## config.mk

```make
export PLATFORM = sky130hd
export DESIGN_NAME = uart_mem_loader
export DESIGN_NICKNAME = d
export VERILOG_FILES = /design/src/rtl/uart_mem_loader_pkg.sv /design/src/rtl/uart_mem_loader_phy.sv /design/src/rtl/uart_mem_loader.sv
export SDC_FILE = /design/constraint.sdc
export NUM_CORES = 1
export LEC_CHECK = 0
export CAP_MARGIN = 10
export CORE_MARGIN = 5
export CORE_UTILIZATION = 45
export CTS_BUF_LIST = sky130_fd_sc_hd__clkbuf_4
export CTS_CLUSTER_DIAMETER = 100
export DETAILED_ROUTE_END_ITERATION = 7
export PLACE_DENSITY = 0.67
export SLEW_MARGIN = 20
export SYNTH_ARGS = -nofsm -noshare
export SYNTH_HDL_FRONTEND = slang
export SYNTH_HIERARCHICAL = 1
export SYNTH_SLANG_ARGS = --single-unit
export TNS_END_PERCENT = 50
```

## constraint.sdc

```tcl
create_clock -name clk_100 -period 6.7 [get_ports clk_100]
set_input_delay 1.34 -clock clk_100 [delete_from_list [all_inputs] [get_ports clk_100]]
set_output_delay 1.34 -clock clk_100 [all_outputs]
set_load 0.03 [all_outputs]
```

## src/rtl/uart_mem_loader_pkg.sv

```systemverilog
// Shared definitions for the UART-to-RAM loader: FSM state codes and
// default link/session parameters.
package uart_mem_loader_pkg;

  localparam int CLKS_PER_BIT_DEF = 868;
  localparam int NUM_WORDS_DEF    = 1024;

  typedef enum logic [5:0] {
    ST_IDLE    = 6'd0,
    ST_RX_LO   = 6'd1,
    ST_RX_HI   = 6'd2,
    ST_RX_WR   = 6'd3,
    ST_RX_DONE = 6'd4,
    ST_TX_RD   = 6'd5,
    ST_TX_WAIT = 6'd6,
    ST_TX_LO   = 6'd7,
    ST_TX_HI   = 6'd8,
    ST_TX_NEXT = 6'd9,
    ST_TX_DONE = 6'd10
  } state_t;

endpackage

```

## src/rtl/uart_mem_loader_phy.sv

```systemverilog
// 8N1 byte engines with baud counters.
// Ports:
//   clk_i, rst_i        clock, synchronous active-high reset
//   rx_i                raw serial input (synchronised here)
//   rx_valid_o          one-cycle pulse: rx_byte_o holds a good byte
//   rx_byte_o           last received byte
//   rx_busy_o           a receive frame is in progress
//   tx_start_i          request to send tx_byte_i (ignored while busy)
//   tx_byte_i           byte to send
//   tx_busy_o           high from start-bit begin to stop-bit end
//   tx_o                serial output, idle high
module uart_byte_phy
  import uart_mem_loader_pkg::*;
#(
  parameter int CLKS_PER_BIT = CLKS_PER_BIT_DEF
) (
  input  logic       clk_i,
  input  logic       rst_i,
  input  logic       rx_i,
  output logic       rx_valid_o,
  output logic [7:0] rx_byte_o,
  output logic       rx_busy_o,
  input  logic       tx_start_i,
  input  logic [7:0] tx_byte_i,
  output logic       tx_busy_o,
  output logic       tx_o
);

  localparam int CNT_W = $clog2(CLKS_PER_BIT + 1);
  localparam logic [CNT_W-1:0] FULL = CNT_W'(CLKS_PER_BIT - 1);
  localparam logic [CNT_W-1:0] HALF = CNT_W'(CLKS_PER_BIT / 2 - 1);

  typedef enum logic [1:0] {R_IDLE, R_START, R_DATA, R_STOP} rx_st_t;

  logic             rx_meta_q, rx_sync_q, rx_prev_q;
  rx_st_t           rx_st_q;
  logic [CNT_W-1:0] rx_cnt_q;
  logic [2:0]       rx_bit_q;
  logic             rx_valid_q;
  logic [7:0]       rx_shift_q;

  logic             tx_q, tx_busy_q;
  logic [CNT_W-1:0] tx_cnt_q;
  logic [3:0]       tx_bits_q;
  logic [8:0]       tx_shift_q;

  // Synchroniser plus one extra flop for falling-edge detection.
  always_ff @(posedge clk_i) begin
    if (rst_i) begin
      rx_meta_q <= 1'b1;
      rx_sync_q <= 1'b1;
      rx_prev_q <= 1'b1;
    end else begin
      rx_meta_q <= rx_i;
      rx_sync_q <= rx_meta_q;
      rx_prev_q <= rx_sync_q;
    end
  end

  always_ff @(posedge clk_i) begin
    if (rst_i) begin
      rx_st_q    <= R_IDLE;
      rx_cnt_q   <= '0;
      rx_bit_q   <= '0;
      rx_valid_q <= 1'b0;
    end else begin
      rx_valid_q <= 1'b0;
      case (rx_st_q)
        R_IDLE: if (rx_prev_q && !rx_sync_q) begin
          rx_st_q  <= R_START;
          rx_cnt_q <= '0;
        end
        // Half-bit recheck rejects glitches shorter than half a bit.
        R_START: if (rx_cnt_q == HALF) begin
          rx_cnt_q <= '0;
          rx_bit_q <= '0;
          rx_st_q  <= rx_sync_q ? R_IDLE : R_DATA;
        end else rx_cnt_q <= rx_cnt_q + 1'b1;
        R_DATA: if (rx_cnt_q == FULL) begin
          rx_cnt_q <= '0;
          if (rx_bit_q == 3'd7) rx_st_q <= R_STOP;
          else rx_bit_q <= rx_bit_q + 1'b1;
        end else rx_cnt_q <= rx_cnt_q + 1'b1;
        // A low stop bit is a framing error: the byte is never flagged.
        R_STOP: if (rx_cnt_q == FULL) begin
          rx_st_q    <= R_IDLE;
          rx_valid_q <= rx_sync_q;
        end else rx_cnt_q <= rx_cnt_q + 1'b1;
        default: rx_st_q <= R_IDLE;
      endcase
    end
  end

  always_ff @(posedge clk_i) begin
    if (rx_st_q == R_DATA && rx_cnt_q == FULL)
      rx_shift_q <= {rx_sync_q, rx_shift_q[7:1]};
  end

  // tx_bits_q: 0 = start bit, 1..8 = data bits, 9 = stop bit.
  always_ff @(posedge clk_i) begin
    if (rst_i) begin
      tx_q      <= 1'b1;
      tx_busy_q <= 1'b0;
      tx_cnt_q  <= '0;
      tx_bits_q <= '0;
    end else if (!tx_busy_q) begin
      if (tx_start_i) begin
        tx_busy_q <= 1'b1;
        tx_q      <= 1'b0;
        tx_cnt_q  <= '0;
        tx_bits_q <= '0;
      end
    end else if (tx_cnt_q == FULL) begin
      tx_cnt_q <= '0;
      if (tx_bits_q == 4'd9) begin
        tx_busy_q <= 1'b0;
        tx_q      <= 1'b1;
      end else begin
        tx_q      <= tx_shift_q[0];
        tx_bits_q <= tx_bits_q + 1'b1;
      end
    end else begin
      tx_cnt_q <= tx_cnt_q + 1'b1;
    end
  end

  always_ff @(posedge clk_i) begin
    if (!tx_busy_q && tx_start_i) tx_shift_q <= {1'b1, tx_byte_i};
    else if (tx_busy_q && tx_cnt_q == FULL) tx_shift_q <= {1'b1, tx_shift_q[8:1]};
  end

  assign rx_valid_o = rx_valid_q;
  assign rx_byte_o  = rx_shift_q;
  assign rx_busy_o  = (rx_st_q != R_IDLE);
  assign tx_busy_o  = tx_busy_q;
  assign tx_o       = tx_q;

endmodule

```

## src/rtl/uart_mem_loader.sv

```systemverilog
// UART-to-RAM bridge. Receive sessions pack byte pairs (low byte first) into
// 16-bit words written from address 0; send sessions read words from address 0
// and transmit each as low byte then high byte.
// Ports:
//   clk_100, rst                 clock, synchronous active-high reset
//   rx, tx                       UART serial lines, idle high
//   data_in_io                   RAM read data (one-cycle read latency)
//   data_out_io, addr_io, we_io  RAM write data, address, write strobe
//   ctrl_io_receive/_send        level requests for a session
//   led_rx, led_tx               session-active indicators
//   ready, clr                   session complete flag, receive-done pulse
//   state                        FSM state code
//   send                         transmitter shifting a byte
//   data_buffer                  last byte received or transmitted
module uart_mem_loader
  import uart_mem_loader_pkg::*;
#(
  parameter int CLKS_PER_BIT = CLKS_PER_BIT_DEF,
  parameter int NUM_WORDS    = NUM_WORDS_DEF,
  parameter int ADDR_W       = 16
) (
  input  logic              clk_100,
  input  logic              rst,
  input  logic              rx,
  output logic              tx,
  input  logic [15:0]       data_in_io,
  output logic [15:0]       data_out_io,
  output logic [ADDR_W-1:0] addr_io,
  output logic              we_io,
  input  logic              ctrl_io_receive,
  input  logic              ctrl_io_send,
  output logic              led_rx,
  output logic              led_tx,
  output logic              ready,
  output logic              clr,
  output logic [5:0]        state,
  output logic              send,
  output logic [7:0]        data_buffer
);

  localparam logic [ADDR_W-1:0] LAST = ADDR_W'(NUM_WORDS - 1);

  state_t            state_q;
  logic [ADDR_W-1:0] addr_q;
  logic [15:0]       data_out_q;
  logic              we_q, ready_q, clr_q, tx_start_q;
  logic [7:0]        buf_q, lo_q, hi_q, tx_byte_q;

  logic       rx_valid, rx_busy, tx_busy;
  logic [7:0] rx_byte;

  uart_byte_phy #(.CLKS_PER_BIT(CLKS_PER_BIT)) u_phy (
    .clk_i      (clk_100),
    .rst_i      (rst),
    .rx_i       (rx),
    .rx_valid_o (rx_valid),
    .rx_byte_o  (rx_byte),
    .rx_busy_o  (rx_busy),
    .tx_start_i (tx_start_q),
    .tx_byte_i  (tx_byte_q),
    .tx_busy_o  (tx_busy),
    .tx_o       (tx)
  );

  always_ff @(posedge clk_100) begin
    if (rst) begin
      state_q    <= ST_IDLE;
      addr_q     <= '0;
      data_out_q <= '0;
      we_q       <= 1'b0;
      ready_q    <= 1'b0;
      clr_q      <= 1'b0;
      buf_q      <= '0;
      tx_start_q <= 1'b0;
    end else begin
      we_q       <= 1'b0;
      clr_q      <= 1'b0;
      tx_start_q <= 1'b0;
      case (state_q)
        ST_IDLE: begin
          if (ctrl_io_receive) begin
            state_q <= ST_RX_LO;
            addr_q  <= '0;
            ready_q <= 1'b0;
          end else if (ctrl_io_send) begin
            state_q <= ST_TX_RD;
            addr_q  <= '0;
            ready_q <= 1'b0;
          end
        end
        // A dropped request is honoured only between bytes.
        ST_RX_LO: begin
          if (rx_valid) begin
            lo_q    <= rx_byte;
            buf_q   <= rx_byte;
            state_q <= ST_RX_HI;
          end else if (!ctrl_io_receive && !rx_busy) begin
            state_q <= ST_IDLE;
          end
        end
        ST_RX_HI: begin
          if (rx_valid) begin
            data_out_q <= {rx_byte, lo_q};
            buf_q      <= rx_byte;
            we_q       <= 1'b1;
            state_q    <= ST_RX_WR;
          end else if (!ctrl_io_receive && !rx_busy) begin
            state_q <= ST_IDLE;
          end
        end
        ST_RX_WR: begin
          if (addr_q == LAST) begin
            ready_q <= 1'b1;
            clr_q   <= 1'b1;
            state_q <= ST_RX_DONE;
          end else begin
            addr_q  <= addr_q + 1'b1;
            state_q <= ST_RX_LO;
          end
        end
        ST_RX_DONE: if (!ctrl_io_receive) state_q <= ST_IDLE;
        ST_TX_RD: state_q <= ST_TX_WAIT;
        // RAM data is valid one cycle after the address was presented.
        ST_TX_WAIT: begin
          hi_q       <= data_in_io[15:8];
          tx_byte_q  <= data_in_io[7:0];
          buf_q      <= data_in_io[7:0];
          tx_start_q <= 1'b1;
          state_q    <= ST_TX_LO;
        end
        // tx_busy only rises the cycle after the start strobe, so skip that cycle.
        ST_TX_LO: begin
          if (!tx_start_q && !tx_busy) begin
            tx_byte_q  <= hi_q;
            buf_q      <= hi_q;
            tx_start_q <= 1'b1;
            state_q    <= ST_TX_HI;
          end
        end
        ST_TX_HI: if (!tx_start_q && !tx_busy) state_q <= ST_TX_NEXT;
        ST_TX_NEXT: begin
          if (addr_q == LAST) begin
            ready_q <= 1'b1;
            state_q <= ST_TX_DONE;
          end else if (!ctrl_io_send) begin
            state_q <= ST_IDLE;
          end else begin
            addr_q  <= addr_q + 1'b1;
            state_q <= ST_TX_RD;
          end
        end
        ST_TX_DONE: if (!ctrl_io_send) state_q <= ST_IDLE;
        default: state_q <= ST_IDLE;
      endcase
    end
  end

  assign data_out_io = data_out_q;
  assign addr_io     = addr_q;
  assign we_io       = we_q;
  assign ready       = ready_q;
  assign clr         = clr_q;
  assign state       = state_q;
  assign send        = tx_busy;
  assign data_buffer = buf_q;
  assign led_rx      = state_q inside {ST_RX_LO, ST_RX_HI, ST_RX_WR, ST_RX_DONE};
  assign led_tx      = state_q inside {ST_TX_RD, ST_TX_WAIT, ST_TX_LO, ST_TX_HI,
                                       ST_TX_NEXT, ST_TX_DONE};

endmodule

```

==> summary.txt <==
Global routing
  – First-pass GRT wire length: 22.8 mm
  – Largest net degree at the start of global routing: 43
  – Tot GR Track Use: 0.174
  – Grt total ovfl: 0
  – Vias in the first global route: between 4000 and 5000
  – Initial antenna violation count: 0

Power
  – Share of power burned in registers: 0.598
  – Clock share of power: 0.356
  – Internal power: 0.00101 W
  – PwrDens: between 150 and 200 mW/mm^2
  – Maximum vdd drop: 71.2 uV
  – Final Power: 0.00131 W
  – Sw Pwr: roughly 0.0003 W
  – Leak: 2.26 nW
  – Combinational share of power: 0.046
  – Switching Share: 0.233

Run status
  – Status: complete, no violations

Synth
  – Number of synthesized flops with an enable pin: 40
  – Mapped Cells: 637
  – Seq/Total Area, Yosys: 0.485
  – Mean Syn Cell Area: 9.39 sq um
  – Yosys warning total: 6
  – Synth Flop Type: dfxtp_1
  – Synth async-reset ratio: 0
  – Distinct cell type count of the synthesized netlist: 70
  – Post-Synthesis Cell Area: approximately 0.0060 sq mm
  – Register bit total from synthesis: approximately 130

Timing
  – Fin crit period: around 4.2 ns
  – Hold Slack: approximately 0.42 ns
  – Unrepaired setup endpoints after global routing: false
  – Slew margin rel.: 0.392
  – Worst Tran Pin Value: roughly 0.91 ns
  – Post-Route Skew: between 0.015 and 0.02 ns
  – Fin. Hold Viols: 0
  – Max-slew violation count: 0
  – Endpoints failing setup: 0
  – Peak Freq: roughly 0.24 GHz
  – Final Cycle Share: 0.622
  – Setup TNS: 0 ns

Die
  – Die area: between 0.015 and 0.02 sq mm
  – Die X: ~130 um
  – I/O pin cnt: between 70 and 80
  – Initial core utilization: 0.455
  – Area of the core: ~0.013 sq mm
  – Die H: 125 um
  – # rows: 42

Worst hold path
  – Class of the worst hold path: flip-flop to flip-flop

Critical path
  – Critical-path cell list: inv_1, nor2_1, a22oi_1, nor3_1, clkdlybuf4s50_1
  – Critical-path top delay cell: dfxtp_1
  – Crit path max-delay family: buffers and inverters
  – Critical Path Fanout Max: 20
  – CP Data Arrival Time: 2.83 ns
  – Crit path largest cell delay: ~0.80 ns
  – Critical path buffers and inverters: 2
  – Req. time, crit path: around 5.4 ns
  – Worst Path Class, Setup: flip-flop to output port
  – CP Capture Type: output port
  – CP startpoint kind: flip-flop

Placed design
  – GPL Wtd Cong: around 0.87
  – IO Port Bufs: 73
  – Dpl cell area: 0.00675 sq mm
  – Post-DP HPWL: around 9.4 mm

Routing
  – Routed WL per cell: between 15 and 20 um
  – Antenna Nets Post-Route: 0
  – Drt pass-1 iters: 5
  – Residual DRC count: 0
  – DR iter-0 viols: between 400 and 500
  – Vias: 4960
  – Avg Vias per Cell: ~5.6
  – Total Wirelength: about 14 mm

Clocking
  – # clock sinks: 125
  – Max clock buf depth: 2
  – Total CTS buffers: 17
  – Hold buffer count at CTS: 0
  – Post-CTS Setup Inserts: 0
  – TritonCTS clock tree: built
  – H-tree Lvls: 4
  – Clock Tree Root: clkbuf_4
  – Worst skew pair latency: between 0.5 and 0.6 ns
  – Clock slew at reported path FFs: 0.10 ns
  – Post_cts resized: 0

Finish
  – Area growth syn-to-layout: 17.1%
  – Commonest non-fill, non-tap cell in the layout: nand2_1
  – Final Cell Area: 0.00700 sq mm
  – Most frequent cells in the layout: 93 x nand2_1, 84 x dfxtp_1, 72 x clkdlybuf4s50_1
  – Antenna Cells: 0
  – Fill count: between 1000 and 1500
  – Nets: just over 700
  – Fraction of layout cells with a size suffix above 1: 0.103

Run
  – # Max-Cap Violations: 0
[metal layers]
layer | share of wire | up-vias | GRT usage
met3 | 0.058 | 15 | 0.0571
met2 | 0.46 | 125 | 0.276
met1 | 0.47 | 2356 | 0.227
li1 | - | 2464 | -
met4 | 0.015 | 0 | 0.0555
met5 | 0 | - | 0
[flip-flops by register name (all words and copies together), names as in the netlist, 3 cells and up, named ones only]
signal / flops
lo_q: 8
hi_q: 8
tx_byte_q: 8
u_phy/tx_bits_q: 4
addr_io: 16
state: 6
data_out_io: 16
u_phy/tx_shift_q: 8
data_buffer: 8
u_phy/rx_cnt_q: 10
u_phy/tx_cnt_q: 10
u_phy/rx_byte_o: 8
u_phy/rx_bit_q: 3
[layout make-up]
class	count	area, sq um	area share
flip-flops and latches	125	2900	0.415
multi-input cells	460	2840	0.406
repair buffers	75	741	0.106
well taps	176	220	0.0314
clock buffers	23	173	0.0247
clock inverters	9	71.3	0.0102
inverters	14	52.6	0.00750
[kinds of logic (layout without fill, tap and decap cells)]
| group | Yosys count | count (layout) | share of synthesized area |
|---|---|---|---|
| buffers and inverters | 53 | 121 | 0.0423 |
| and+or+nand+nor | 268 | 268 | 0.247 |
| muxes | 22 | 22 | 0.0385 |
| other | 1 | 2 | 0.000627 |
| adders and majority gates | 8 | 8 | 0.0167 |
| DFF | 125 | 125 | 0.485 |
| xor gates and xnor gates | 3 | 3 | 0.00440 |
| AOI/OAI and AO/OA | 157 | 157 | 0.165 |
[synth_stat cells, types with 4 or more instances]
cell type	count	area, sq um
a311oi_1	8	70.1
ha_1	8	100
a31oi_1	8	50.1
nand4_1	7	43.8
nor2b_1	6	37.5
nand4b_1	6	52.6
nand2_1	93	349
o211ai_1	6	45.0
inv_1	14	52.6
a21oi_1	51	255
o21ai_0	42	210
mux2_2	8	90.1
o21ai_1	4	20.0
a22oi_1	5	37.5
or4_1	6	45.0
or3_2	6	45.0
nor3_1	11	55.1
a211oi_1	10	75.1
dfxtp_1	85	1700
and3_1	7	43.8
mux2i_1	14	140
buf_1	4	15.0
nand2b_1	4	25.0
or2_2	7	43.8
or3_1	7	43.8
nand3b_1	5	37.5
clkbuf_1	22	82.6
buf_2	7	35.0
o31ai_1	6	45.0
nand3_1	36	180
nor2_1	36	135
edfxtp_1	40	1200
buf_6	6	67.6
[power by group through the flow]
stage / combinational [W] / clock (W) / sequential [W]
final: 0.0000607 / 0.000467 / 0.000786
after detailed placement: 0.0000604 / 0 / 0.000803
after floorplan: 0.0000384 / 0 / 0.000802
after CTS: 0.0000608 / 0.000486 / 0.000786
after global routing: 0.0000661 / 0.000520 / 0.000787
after global placement: 0.0000599 / 0 / 0.000803
[worst reg2reg max path: stages, from the launching register on]
cell	delay, ns
dfxtp_2	0.74
nor3b_1	0.52
nor3b_2	0.83
a22oi_1	0.44
nand3_1	0.23
a21oi_1	0.08
[per-stage QoR]
step | cells | setup slack, ns | util
finish | 882 | 2.53 | 0.533
global route | 882 | 2.35 | 0.533
CTS | 882 | 2.34 | 0.532
detailed placement | 850 | 2.96 | 0.514
global placement | 850 | 2.96 | 0.514
floorplan | 638 | 3.13 | -
[worst paths after layout]
path                                                    end  cells past startpoint  slack [ns]                        from
worst min register to register   u_phy/rx_sync_q$_SDFF_PP1_                      1        0.42  u_phy/rx_meta_q$_SDFF_PP1_
worst max register to register  data_buffer[6]$_SDFFE_PP0P_                      5        3.72       state[0]$_SDFFE_PP0P_
worst max-delay path                                 led_tx                      5        2.53       state[3]$_SDFFE_PP0P_
worst min-delay path             u_phy/rx_sync_q$_SDFF_PP1_                      1        0.42  u_phy/rx_meta_q$_SDFF_PP1_
No activity file was read; power rests on OpenSTA's default activity.
